## src/rtl/game_pkg.sv

```systemverilog
`default_nettype none
// +----------------------------------------------------------------------+
// | Module : game_pkg                                                    |
// | Desc   : Shared constants, state encoding and helpers for the game   |
// |          drawing blocks (ball, paddle, bricks).                      |
// | Rev    : 1.0  initial release                                        |
// +----------------------------------------------------------------------+
package game_pkg;

  localparam int COLOUR_W      = 3;
  localparam int H_RES_DEFAULT = 640;
  localparam int V_RES_DEFAULT = 480;

  // Offset counters cover shapes up to 16x16 pixels
  localparam int CNT_W  = 4;
  localparam int SIZE_W = 5;

  localparam logic [COLOUR_W-1:0] BLACK = 3'b000;
  localparam logic [COLOUR_W-1:0] WHITE = 3'b111;

  typedef enum logic [1:0] {
    IDLE  = 2'd0,
    ERASE = 2'd1,
    DRAW  = 2'd2,
    DONE  = 2'd3
  } draw_state_t;

  // A coordinate sum is on screen when it is strictly below the limit
  function automatic logic on_screen(input logic [10:0] coord, input logic [10:0] lim);
    return (coord < lim);
  endfunction

endpackage
`default_nettype wire

```

## src/rtl/ball_draw_square_scan.sv

```systemverilog
`default_nettype none
// +----------------------------------------------------------------------+
// | Module : square_scan                                                 |
// | Desc   : Free-running 2-D offset counter walking a size x size       |
// |          square in row-major order. start restarts at (0,0).         |
// | Rev    : 1.0  initial release                                        |
// +----------------------------------------------------------------------+
module square_scan
  import game_pkg::*;
(
  input  logic              clk,
  input  logic              reset,
  input  logic              start,
  input  logic [SIZE_W-1:0] size,
  output logic [CNT_W-1:0]  cx,
  output logic [CNT_W-1:0]  cy,
  output logic              last
);

  logic [SIZE_W-1:0] size_m1;
  logic              row_end;
  logic              col_end;

  assign size_m1 = size - SIZE_W'(1);
  assign row_end = ({1'b0, cx} == size_m1);
  assign col_end = ({1'b0, cy} == size_m1);
  assign last    = row_end && col_end;

  // Advance one slot per clock; wrap x into the next row, wrap the square
  always_ff @(posedge clk) begin
    if (reset || start) begin
      cx <= '0;
      cy <= '0;
    end else if (row_end) begin
      cx <= '0;
      cy <= col_end ? '0 : cy + CNT_W'(1);
    end else begin
      cx <= cx + CNT_W'(1);
    end
  end

endmodule
`default_nettype wire

```

## src/rtl/ball_draw.sv

```systemverilog
`default_nettype none
// +----------------------------------------------------------------------+
// | Module : ball_draw                                                   |
// | Desc   : Erases the ball square at its previous position and redraws |
// |          it at the new one, one frame-buffer pixel write per clock.  |
// | Rev    : 1.0  initial release                                        |
// +----------------------------------------------------------------------+
module ball_draw
  import game_pkg::*;
#(
  parameter int                  BALL_SIZE   = 4,
  parameter logic [COLOUR_W-1:0] BALL_COLOUR = WHITE,
  parameter logic [COLOUR_W-1:0] BG_COLOUR   = BLACK,
  parameter int                  H_RES       = H_RES_DEFAULT,
  parameter int                  V_RES       = V_RES_DEFAULT
) (
  input  logic                clk,
  input  logic                reset,
  input  logic [9:0]          X,
  input  logic [9:0]          Y,
  input  logic                pos_valid,
  output logic [9:0]          vga_x,
  output logic [9:0]          vga_y,
  output logic [COLOUR_W-1:0] colour,
  output logic                plot,
  output logic                busy,
  output logic                done
);

  localparam logic [SIZE_W-1:0] SIZE    = SIZE_W'(BALL_SIZE);
  localparam logic [SIZE_W-1:0] SIZE_M1 = SIZE_W'(BALL_SIZE - 1);
  localparam logic [10:0]       H_LIM   = 11'(H_RES);
  localparam logic [10:0]       V_LIM   = 11'(V_RES);

  draw_state_t          state;
  logic [9:0]           new_x, new_y;
  logic [9:0]           old_x, old_y;
  logic                 old_valid;

  logic [CNT_W-1:0]     cx, cy;
  logic                 last;
  logic                 accept;
  logic                 scan_start;

  logic [CNT_W-1:0]     nxt_cx, nxt_cy;
  logic [9:0]           base_x, base_y;
  logic [CNT_W-1:0]     off_x, off_y;
  logic [COLOUR_W-1:0]  sel_colour;
  logic                 emit;
  logic [10:0]          sum_x, sum_y;

  assign accept     = (state == IDLE) && pos_valid;
  assign scan_start = accept || ((state == ERASE) && last);

  square_scan u_scan (
    .clk   (clk),
    .reset (reset),
    .start (scan_start),
    .size  (SIZE),
    .cx    (cx),
    .cy    (cy),
    .last  (last)
  );

  // Offset of the slot following the one currently on the outputs
  always_comb begin
    nxt_cx = cx + CNT_W'(1);
    nxt_cy = cy;
    if ({1'b0, cx} == SIZE_M1) begin
      nxt_cx = '0;
      nxt_cy = cy + CNT_W'(1);
    end
  end

  // Choose the pixel to present after the next edge: the outputs run one
  // slot ahead of the counter so the first pixel follows pos_valid directly
  always_comb begin
    base_x     = old_x;
    base_y     = old_y;
    off_x      = '0;
    off_y      = '0;
    sel_colour = BG_COLOUR;
    emit       = 1'b0;
    case (state)
      IDLE: begin
        emit = pos_valid;
        if (!old_valid) begin
          base_x     = X;
          base_y     = Y;
          sel_colour = BALL_COLOUR;
        end
      end
      ERASE: begin
        emit = 1'b1;
        if (last) begin
          base_x     = new_x;
          base_y     = new_y;
          sel_colour = BALL_COLOUR;
        end else begin
          off_x = nxt_cx;
          off_y = nxt_cy;
        end
      end
      DRAW: begin
        emit       = !last;
        base_x     = new_x;
        base_y     = new_y;
        off_x      = nxt_cx;
        off_y      = nxt_cy;
        sel_colour = BALL_COLOUR;
      end
      default: begin
        emit = 1'b0;
      end
    endcase
  end

  // Sums are kept 11 bits wide so positions near 1023 clip rather than wrap
  assign sum_x = {1'b0, base_x} + {{(11-CNT_W){1'b0}}, off_x};
  assign sum_y = {1'b0, base_y} + {{(11-CNT_W){1'b0}}, off_y};

  // Sequencer with registered pixel-port outputs
  always_ff @(posedge clk) begin
    if (reset) begin
      state     <= IDLE;
      plot      <= 1'b0;
      done      <= 1'b0;
      busy      <= 1'b0;
      vga_x     <= '0;
      vga_y     <= '0;
      colour    <= BG_COLOUR;
      new_x     <= '0;
      new_y     <= '0;
      old_x     <= '0;
      old_y     <= '0;
      old_valid <= 1'b0;
    end else begin
      done <= 1'b0;
      if (emit) begin
        vga_x  <= sum_x[9:0];
        vga_y  <= sum_y[9:0];
        colour <= sel_colour;
        plot   <= on_screen(sum_x, H_LIM) && on_screen(sum_y, V_LIM);
      end else begin
        plot <= 1'b0;
      end
      case (state)
        IDLE: begin
          if (accept) begin
            new_x <= X;
            new_y <= Y;
            busy  <= 1'b1;
            state <= old_valid ? ERASE : DRAW;
          end
        end
        ERASE: begin
          if (last) begin
            state <= DRAW;
          end
        end
        DRAW: begin
          if (last) begin
            state <= DONE;
            done  <= 1'b1;
          end
        end
        default: begin
          old_x     <= new_x;
          old_y     <= new_y;
          old_valid <= 1'b1;
          busy      <= 1'b0;
          state     <= IDLE;
        end
      endcase
    end
  end

endmodule
`default_nettype wire

```

## config.mk

```make
export PLATFORM = sky130hd
export DESIGN_NAME = ball_draw
export DESIGN_NICKNAME = d
export VERILOG_FILES = /design/src/rtl/game_pkg.sv /design/src/rtl/ball_draw_square_scan.sv /design/src/rtl/ball_draw.sv
export SDC_FILE = /design/constraint.sdc
export NUM_CORES = 1
export LEC_CHECK = 0
export BUFFER_PORTS_ARGS = -buffer_cell sky130_fd_sc_hd__buf_2
export CAP_MARGIN = 20
export CORE_MARGIN = 2
export CORE_UTILIZATION = 58
export DETAILED_ROUTE_END_ITERATION = 8
export PLACE_DENSITY_LB_ADDON = 0.15
export SLEW_MARGIN = 0
export SYNTH_ARGS = -nofsm -noshare
export SYNTH_HDL_FRONTEND = slang
export SYNTH_SLANG_ARGS = --single-unit
```

## constraint.sdc

```tcl
create_clock -name clk -period 4.42 [get_ports clk]
set_input_delay 1.326 -clock clk [delete_from_list [all_inputs] [get_ports clk]]
set_output_delay 1.326 -clock clk [all_outputs]
set_load 0.02 [all_outputs]
```

==> summary.md, run 1 <==
| Metric | Value |
|---|---|
| Outcome | `finished, final reports clean` |
| Global router's overall resource usage | `26.5%` |
| Vias | `3,534` |
| Hold crit path type | `flop to flop` |
| Clk Latency, worst-skew pair | `350 ps` |
| Worst slew pin tran | `883 ps` |
| Starting utilization of the core area | `60.6%` |
| Largest net degree at the start of global routing | `48` |
| Clk sinks | `75` |
| Root buf cell | `clkbuf_8` |
| Hold Fails Final Rpt | `0` |
| Part of the power in registers | `33.5%` |
| Asr flop ratio synth | `0%` |
| Final setup viols | `0` |
| Layout fillers | `532` |
| Final #Nets | `557` |
| Switch Pwr | `1090 uW` |
| N_diodes | `0` |
| Total grt overflow | `0` |
| GP Congestion | `0.830` |
| Met1 Usage GRT | `34.9%` |
| Setup TNS | `0 ps` |
| Post-layout util | `68.4%` |
| Sw Ratio | `40.9%` |
| Vias in the first global route | `3,243` |
| Synthesized area | `3870 um^2` |
| ANT nets after route | `0` |
| Maximum vdd drop | `417 uV` |
| Number of cells on the worst reg-to-reg path | `15` |
| Crit. End Element | `flop` |
| Layout cell share with drive strength beyond 1 | `15.9%` |
| Met3 usage in global routing | `5.20%` |
| Post-synthesis sequential area ratio | `38.8%` |
| GR Layer Usage met2 | `42.8%` |
| Initial antenna violation count | `0` |
| Row count | `29` |
| Comb pwr share | `43.8%` |
| DRC viols | `0` |
| Post-CTS Hold Fix Bufs | `0` |
| RSZ-0062 raised after global routing | `no` |
| Worst Path Arrival | `4160 ps` |
| Post-CTS Setup Bufs | `0` |
| Register Area | `1500 um^2` |
| Period utilisation layout | `89.7%` |
| Max-cap viol count | `0` |
| Hold depth | `2` |
| Critical path type | `flop to flop` |
| Crit path max fanout | `10` |
| Clock skew | `13.6 ps` |
| CTS tree | `yes` |
| Most frequent cells in the layout | `nand2_1, dfxtp_1, a21oi_1, nor2_1, buf_2` |
| Busiest grt layer | `met2` |
| Syn. warnings | `0` |
| Min Tclk post-route | `3960 ps` |
| Final WL | `9.48 mm` |
| Fmax | `0.252 GHz` |
| Placed cell count | `583` |
| Layout area overhead | `13.0%` |
| First-pass GRT wire length | `15.4 mm` |
| Max clock buf depth | `2` |
| Core Footprint | `6390 um^2` |
| Multi-input logic area | `2160 um^2` |
| Post-synth cell types | `57` |
| DRT iter0 DRCs | `154` |
| Placed Instance Area | `4150 um^2` |
| Clock Power Share | `22.6%` |
| DIE WIDTH | `85.7 um` |
| Die height | `85.7 um` |
| CTS clk-pin slew, worst paths | `80 ps` |
| R2r setup slk | `460 ps` |
| H-tree depth | `3` |
| Top-Level Pins | `49` |
| Synth Instances | `479` |
| PortBufs | `48` |
| Critical path required time | `4620 ps` |
| Post-synth EDFFs | `0` |
| Predominant post-synthesis flop cell | `dfxtp_1` |
| Int Power | `1570 uW` |
| Total power divided by cell area | `607 nW/um^2` |
| #FFs+latches synth | `75` |
| Die area | `7340 um^2` |
| Routed vias/inst | `5.91` |
| Commonest non-fill, non-tap cell in the layout | `nand2_1` |
| TritonCTS Buffers | `9` |
| PostCTS Resize Cnt | `0` |
| Post-Syn Nets | `519` |
| WL/cell | `15.9 um` |
| Synth Area per Inst | `8.08 um^2` |
| Final Cell Area | `4370 um^2` |
| Lkg Pwr | `0.00176 uW` |
| Pre-antenna DRT Iters | `5` |
| CP Launch Type | `flop` |
| DPL Wire Length | `6.67 mm` |
| Slew margin rel. | `41.1%` |
| Slew Limit Fails | `0` |
| Non-Filler Instances | `598` |
==> layer usage <==
layer	up-vias	share of wire, %
met5	-	0
met4	0	1.7
met3	17	5.0
met2	110	47
met1	1663	46
li1	1744	-
==> power by group through the flow <==
stage / registers [uW] / logic (uW) / clock network [uW]
2_1_floorplan: 993 / 741 / 0
3_3_place_gp: 897 / 1130 / 0
3_5_place_dp: 905 / 1140 / 0
4_1_cts: 889 / 1150 / 604
5_1_grt: 904 / 1280 / 628
6_report: 890 / 1160 / 600
==> critical path: stages, from the launching register on <==
cell and delay (ps):
dfxtp_1 410, ha_1 240, nor3b_4 300, a21boi_2 140
or2_0 420, nand2_1 140, o21ai_0 210, ha_1 350
a21o_1 100, a21oi_1 70, nand2b_1 170, nor2b_1 160
or4_1 520, or3_1 410, nand3_1 90, a21oi_1 60
==> synthesized netlist by cell type, types with 3 or more instances <==
cell type | number | area [um^2]
and3_1 | 3 | 18.8
nor4_1 | 5 | 31.3
a21o_1 | 4 | 30.0
buf_2 | 3 | 15.0
a221o_1 | 4 | 40.0
nand3b_1 | 3 | 22.5
mux2i_1 | 21 | 210
o21ai_0 | 15 | 75.1
nor2_1 | 50 | 188
buf_1 | 5 | 18.8
inv_1 | 14 | 52.6
a211oi_1 | 5 | 37.5
xor2_1 | 3 | 26.3
nand2_1 | 86 | 323
xnor2_1 | 8 | 70.1
a21oi_1 | 51 | 255
clkbuf_1 | 21 | 78.8
o2bb2ai_1 | 3 | 26.3
or3_1 | 3 | 18.8
dfxtp_1 | 75 | 1500
ha_1 | 15 | 188
nor2b_1 | 4 | 25.0
a22oi_1 | 15 | 113
nand3_1 | 6 | 30.0
a22o_1 | 4 | 35.0
nor3_1 | 13 | 65.1
==> per-stage QoR <==
stage               setup WS, ps  power, uW  hold slack (ps)
finish                       455       2650              449
global placement             602       2020              436
CTS                          449       2650              451
global route                 197       2810              471
detailed placement           503       2050              440
floorplan                    807       1730              448
==> final timing paths <==
check | from | to
setup / recovery | u_scan.cy[0] | vga_x[9]
hold / removal | vga_x[7] | vga_x[7]
setup reg to reg | u_scan.cy[0] | vga_x[9]
hold reg to reg | vga_x[7] | vga_x[7]
==> sequential cells by signal, summed over array words and instances, names as in the netlist <==
name	count
new_x	10
new_y	10
old_x	10
old_y	10
vga_x	10
vga_y	10
u_scan.cx	4
u_scan.cy	4
state	2
busy	1
colour	1
done	1
old_valid	1
plot	1
==> logic make-up after synthesis <==
kind of cell / synth area share [%]
buffers and inverters: 5.24
muxes: 5.72
AOI/OAI and AO/OA: 20.2
adders and majority gates: 5.89
DFF: 38.8
xor gates and xnor gates: 2.49
and+or+nand+nor: 21.6
==> final cells by class <==
type,instances,share of cell area [%]
inverter,14,1.20
clock inverter,4,1.69
tap,77,2.20
timing repair buffer,60,7.56
clock buffer,11,3.46
multi-input combinational,357,49.5
sequential,75,34.4
Power figures use the tool's default switching activity.
==> inputs of run 2 (changes only) <==
--- a/config.mk
+++ b/config.mk
@@ -8,8 +8,9 @@
 export BUFFER_PORTS_ARGS = -buffer_cell sky130_fd_sc_hd__buf_2
 export CAP_MARGIN = 20
 export CORE_MARGIN = 2
-export CORE_UTILIZATION = 58
+export CORE_UTILIZATION = 50
 export DETAILED_ROUTE_END_ITERATION = 8
+export GPL_ROUTABILITY_DRIVEN = 0
 export PLACE_DENSITY_LB_ADDON = 0.15
 export SLEW_MARGIN = 0
 export SYNTH_ARGS = -nofsm -noshare
==> run 2 against run 1 <==
  * Clock-buffer cell count shrank 1
  * Critical path depth is 1 lower
  * Sequential power about the same
  * Clock power about the same
  * Setup slack better by 81 ps
  * Power down 0.14%
  * Register-to-register slack better by 80 ps
  * Sequential cell count unchanged
  * Clock skew fell by 5.6 ps
  * Routed wire length is 0.56% higher
  * Final cell count increased by 4.2%
  * Die area up 15%
  * Largest cell class unchanged
==> summary.md, run 2 (synthesis gave the netlist of run 1 again) <==
| Metric | Value |
|---|---|
| Outcome | `finished, final reports clean` |
| Crit path max fanout | `11` |
| Max-cap viol count | `0` |
| Critical path required time | `4630 ps` |
| Setup ws final | `536 ps` |
| Initial antenna violation count | `0` |
| DRC viols | `0` |
| Routed vias/inst | `5.59` |
| Starting utilization of the core area | `50.9%` |
| TritonCTS Buffers | `9` |
| Commonest non-fill, non-tap cell in the layout | `nand2_1` |
| Max clock buf depth | `2` |
| Largest net degree at the start of global routing | `53` |
| Die height | `92.0 um` |
| Layout fillers | `748` |
| Worst Path Arrival | `4090 ps` |
| Final #Nets | `556` |
| Slowest-stage cell, CP | `or4_1` |
| Layout area overhead | `13.6%` |
| Slew margin rel. | `36.8%` |
| Global router's overall resource usage | `24.0%` |
| Worst slew pin tran | `949 ps` |
| Clk sinks | `75` |
| Lkg Pwr | `0.00175 uW` |
| H-tree depth | `3` |
| Post-CTS Setup Bufs | `0` |
| Die area | `8460 um^2` |
| WL/cell | `15.3 um` |
| DIE WIDTH | `92.0 um` |
| Row count | `32` |
| R2r setup slk | `540 ps` |
| GR Layer Usage met2 | `37.4%` |
| RSZ-0062 raised after global routing | `no` |
| Int Power | `1560 uW` |
| Final setup viols | `0` |
| Most frequent cells in the layout | `nand2_1, dfxtp_1, a21oi_1, nor2_1, buf_2` |
| Maximum vdd drop | `255 uV` |
| Total grt overflow | `0` |
| Top-Level Pins | `49` |
| Fmax | `0.257 GHz` |
| CTS tree | `yes` |
| Min Tclk post-route | `3880 ps` |
| Met3 usage in global routing | `3.94%` |
| Clk Latency, worst-skew pair | `350 ps` |
| Busiest grt layer | `met2` |
| Core Footprint | `7610 um^2` |
| Layout cell share with drive strength beyond 1 | `15.9%` |
| Crit. End Element | `flop` |
| Root buf cell | `clkbuf_8` |
| CP cell instances | `ha_1 -> nor3b_4 -> a31o_1 -> a22oi_1 -> o21ai_0 -> ha_1 -> a21o_1 -> a21oi_1 -> nand2b_1 -> nor2b_1 -> or4_1 -> or3_1 -> nand3_1 -> a21oi_1` |
| Pre-antenna DRT Iters | `4` |
| DRT iter0 DRCs | `271` |
| Post-CTS Hold Fix Bufs | `0` |
| Period utilisation layout | `87.9%` |
| Dpl ws | `556 ps` |
| DPL Wire Length | `6.73 mm` |
| Setup TNS | `0 ps` |
| First-pass GRT wire length | `16.0 mm` |
| Clock Power Share | `22.6%` |
| CTS clk-pin slew, worst paths | `80 ps` |
| Final WL | `9.53 mm` |
| Clock skew | `7.98 ps` |
| Comb pwr share | `43.9%` |
| Part of the power in registers | `33.5%` |
| Vias in the first global route | `3,292` |
| ANT nets after route | `0` |
| Vias | `3,484` |
| Switch Pwr | `1090 uW` |
| Slew Limit Fails | `0` |
| PortBufs | `48` |
| Hold Fails Final Rpt | `0` |
| CP Launch Type | `flop` |
| N_diodes | `0` |
| Critical path type | `flop to flop` |
| Max stage delay on crit path | `500 ps` |
| Sw Ratio | `41.3%` |
| Total power divided by cell area | `603 nW/um^2` |
| Met1 Usage GRT | `33.8%` |
| Hold crit path type | `flop to flop` |
| PostCTS Resize Cnt | `0` |
## run 2: changes by cell type in the layout (fill, tap and decap cells not counted), sizes merged
cell / delta
clkinvlp: +2
buf: -1
clkbuf: -1
## run 2: metal layers
metal / vias to the layer above / share of wire (%)
met5: - / 0
li1: 1740 / -
met1: 1654 / 50
met3: 11 / 3.9
met4: 0 / 1.5
met2: 79 / 45
## run 2: worst paths after layout
path | from | end | depth (start not counted)
max | u_scan.cy[0] | vga_x[9] | 14
min reg2reg | vga_y[2] | vga_y[2] | 2
max reg2reg | u_scan.cy[0] | vga_x[9] | 14
min | vga_y[2] | vga_y[2] | 2
## run 2: through the flow
step	power, uW	cell area (um^2)	instances	utilization [%]	hold WS, ps
after global routing	2830	4400	623	57.8	468
after floorplan	1730	3870	479	-	448
final	2650	4400	623	57.8	450
after global placement	2040	4170	607	54.8	436
after detailed placement	2060	4170	607	54.8	444
after CTS	2660	4400	623	57.8	455
## run 2: power groups by stage
stage | sequential [uW] | combinational, uW | clock, uW
6_report | 888 | 1160 | 598
5_1_grt | 905 | 1280 | 638
4_1_cts | 888 | 1160 | 608
3_5_place_dp | 904 | 1150 | 0
3_3_place_gp | 897 | 1140 | 0
2_1_floorplan | 993 | 741 | 0
## run 2: worst max-delay path, delay by kind of cell, from the launching register on
family	cells	cell delay [ps]
and+or+nand+nor	6	1630
adders and majority gates	2	480
AOI/OAI and AO/OA	6	1190
DFF	1	420
## run 2: cell type report
type / instances / area (um^2) / share of cell area [%]
multi-input combinational: 357 / 2160 / 49.2
timing repair buffer: 59 / 323 / 7.34
clock buffer: 10 / 138 / 3.13
sequential: 75 / 1500 / 34.2
clock inverter: 6 / 88.8 / 2.02
tap: 102 / 128 / 2.90
inverter: 14 / 52.6 / 1.20
==> inputs of run 3 (changes only) <==
--- a/config.mk
+++ b/config.mk
@@ -8,7 +8,7 @@
 export BUFFER_PORTS_ARGS = -buffer_cell sky130_fd_sc_hd__buf_2
 export CAP_MARGIN = 20
 export CORE_MARGIN = 2
-export CORE_UTILIZATION = 50
+export CORE_UTILIZATION = 39
 export DETAILED_ROUTE_END_ITERATION = 8
 export GPL_ROUTABILITY_DRIVEN = 0
 export PLACE_DENSITY_LB_ADDON = 0.15
==> run 3 against run 2 <==
  * Non-clock buffer count shrank 1
  * Via count shrank 1.1%
  * Final area shrank 0.51%
  * Sequential cell count is the same
  * Hold slack lost 0.71 ps
  * Sequential power is essentially flat
  * Clock power shrank 21%
  * Routed wire length grew 3.6%
  * Critical path depth is the same
  * Clock skew shrank 2.5 ps
  * Sequential share of layout area grew 0.18 points
  * Largest power group unchanged
==> summary.md, run 3 (synthesis gave the netlist of run 1 again) <==
| Metric | Value |
|---|---|
| Busiest grt layer | `met2` |
| Period utilisation layout | `89.2%` |
| PortBufs | `48` |
| Crit path max fanout | `9` |
| Pre-antenna DRT Iters | `4` |
| Clk Latency, worst-skew pair | `350 ps` |
| Commonest non-fill, non-tap cell in the layout | `nand2_1` |
| Multi-input logic area | `2170 um^2` |
| Total power divided by cell area | `578 nW/um^2` |
| Total grt overflow | `0` |
| Layout cell share with drive strength beyond 1 | `15.6%` |
| Layout fillers | `985` |
| Vias in the first global route | `3,308` |
| RSZ-0062 raised after global routing | `no` |
| Worst slew pin tran | `990 ps` |
| Global router's overall resource usage | `18.9%` |
| Lkg Pwr | `0.00171 uW` |
| Layout area overhead | `13.0%` |
| Initial antenna violation count | `0` |
| Critical path required time | `4610 ps` |
| Fmax | `0.254 GHz` |
| Slew margin rel. | `34.0%` |
| Register Area | `1500 um^2` |
| Vias | `3,445` |
| Crit path buf inv count | `0` |
| Met3 usage in global routing | `4.47%` |
| Final setup viols | `0` |
| Crit. End Element | `flop` |
| CP Launch Type | `flop` |
| Maximum vdd drop | `247 uV` |
| GR Layer Usage met2 | `29.7%` |
| Root buf cell | `clkbuf_8` |
| Met1 Usage GRT | `25.6%` |
| CP cell instances | `ha_1 -> nor3b_4 -> a31o_1 -> a22oi_1 -> o21ai_0 -> ha_1 -> a21o_1 -> a21oi_1 -> nand2b_1 -> nor2b_1 -> or4_1 -> or3_1 -> nand3_1 -> a21oi_1` |
| Row count | `36` |
| Clock skew | `5.53 ps` |
| Hold crit path type | `flop to flop` |
| WL/cell | `15.1 um` |
| Final WL | `9.88 mm` |
| Post-CTS Setup Bufs | `0` |
| Worst Path Arrival | `4140 ps` |
| N_diodes | `0` |
| Delay-heaviest family, CP | `simple AND/OR/NAND/NOR gates` |
| TritonCTS Buffers | `9` |
| CTS clk-pin slew, worst paths | `80 ps` |
| Starting utilization of the core area | `39.9%` |
| Setup TNS | `0 ps` |
| DPL Wire Length | `6.94 mm` |
| H-tree depth | `3` |
| Core Footprint | `9680 um^2` |
| ANT nets after route | `0` |
| Clk sinks | `75` |
| PostCTS Resize Cnt | `0` |
| First-pass GRT wire length | `16.4 mm` |
| Die height | `104 um` |
| Outcome | `finished, final reports clean` |
| Largest net degree at the start of global routing | `50` |
| Slew Limit Fails | `0` |
| Max-cap viol count | `0` |
| Top-Level Pins | `49` |
| Final #Nets | `555` |
| Hold Fails Final Rpt | `0` |
| CTS tree | `yes` |
| Critical path type | `flop to flop` |
| Die area | `10,700 um^2` |
| DIE WIDTH | `104 um` |
| DRC viols | `0` |
| Max clock buf depth | `2` |
| DRT iter0 DRCs | `146` |
| Final Cell Area | `4370 um^2` |
| Max stage delay on crit path | `500 ps` |
| Slowest-stage cell, CP | `or4_1` |
| Routed vias/inst | `5.28` |
| Post-CTS Hold Fix Bufs | `0` |
| Total power | `2530 uW` |
| Placed Instance Area | `4200 um^2` |
| Min Tclk post-route | `3940 ps` |
| Most frequent cells in the layout | `nand2_1, dfxtp_1, nor2_1, a21oi_1, buf_2` |
-- run 3: final cells by class --
| class | count | area share (%) |
|---|---|---|
| Sequential cell | 75 | 34.3 |
| Timing Repair Buffer | 58 | 7.21 |
| Clock inverter | 4 | 0.629 |
| Tap cell | 133 | 3.81 |
| Multi-Input combinational cell | 357 | 49.6 |
| Clock buffer | 11 | 3.23 |
| Inverter | 14 | 1.20 |
-- run 3: path summary, 6_finish.rpt --
path,startpoint,endpoint,slack [ps],cells after the start
worst min-delay path,vga_x[3],vga_x[3],450,2
worst min register to register,vga_x[3],vga_x[3],450,2
worst max-delay path,u_scan.cy[0],vga_x[9],480,14
worst max register to register,u_scan.cy[0],vga_x[9],480,14
-- run 3: where the power goes --
| group | internal (uW) | total, uW | switching, uW |
|---|---|---|---|
| clock network | 215 | 475 | 259 |
| logic | 407 | 1160 | 756 |
| registers | 808 | 888 | 80.5 |
| total | 1430 | 2530 | 1100 |
-- run 3: layer usage --
layer / vias up / wire length, um
met1: 1616 / 4690
met2: 79 / 4530
met4: 0 / 196
met5: - / 0
li1: 1731 / -
met3: 19 / 463
-- run 3: metrics by stage --
step,hold WS [ps],instances,setup slack (ps),utilization [%]
global placement,436,637,573,43.4
CTS,451,652,480,45.2
finish,450,652,476,45.2
global route,463,652,139,45.2
detailed placement,442,637,507,43.4
floorplan,448,479,807,-
-- run 3: tightest hold or removal path, delay by kind of cell, from the launching register on --
kind,cells,cell delay [ps]
compound gates,1,50
flops,1,310
simple gates,1,50
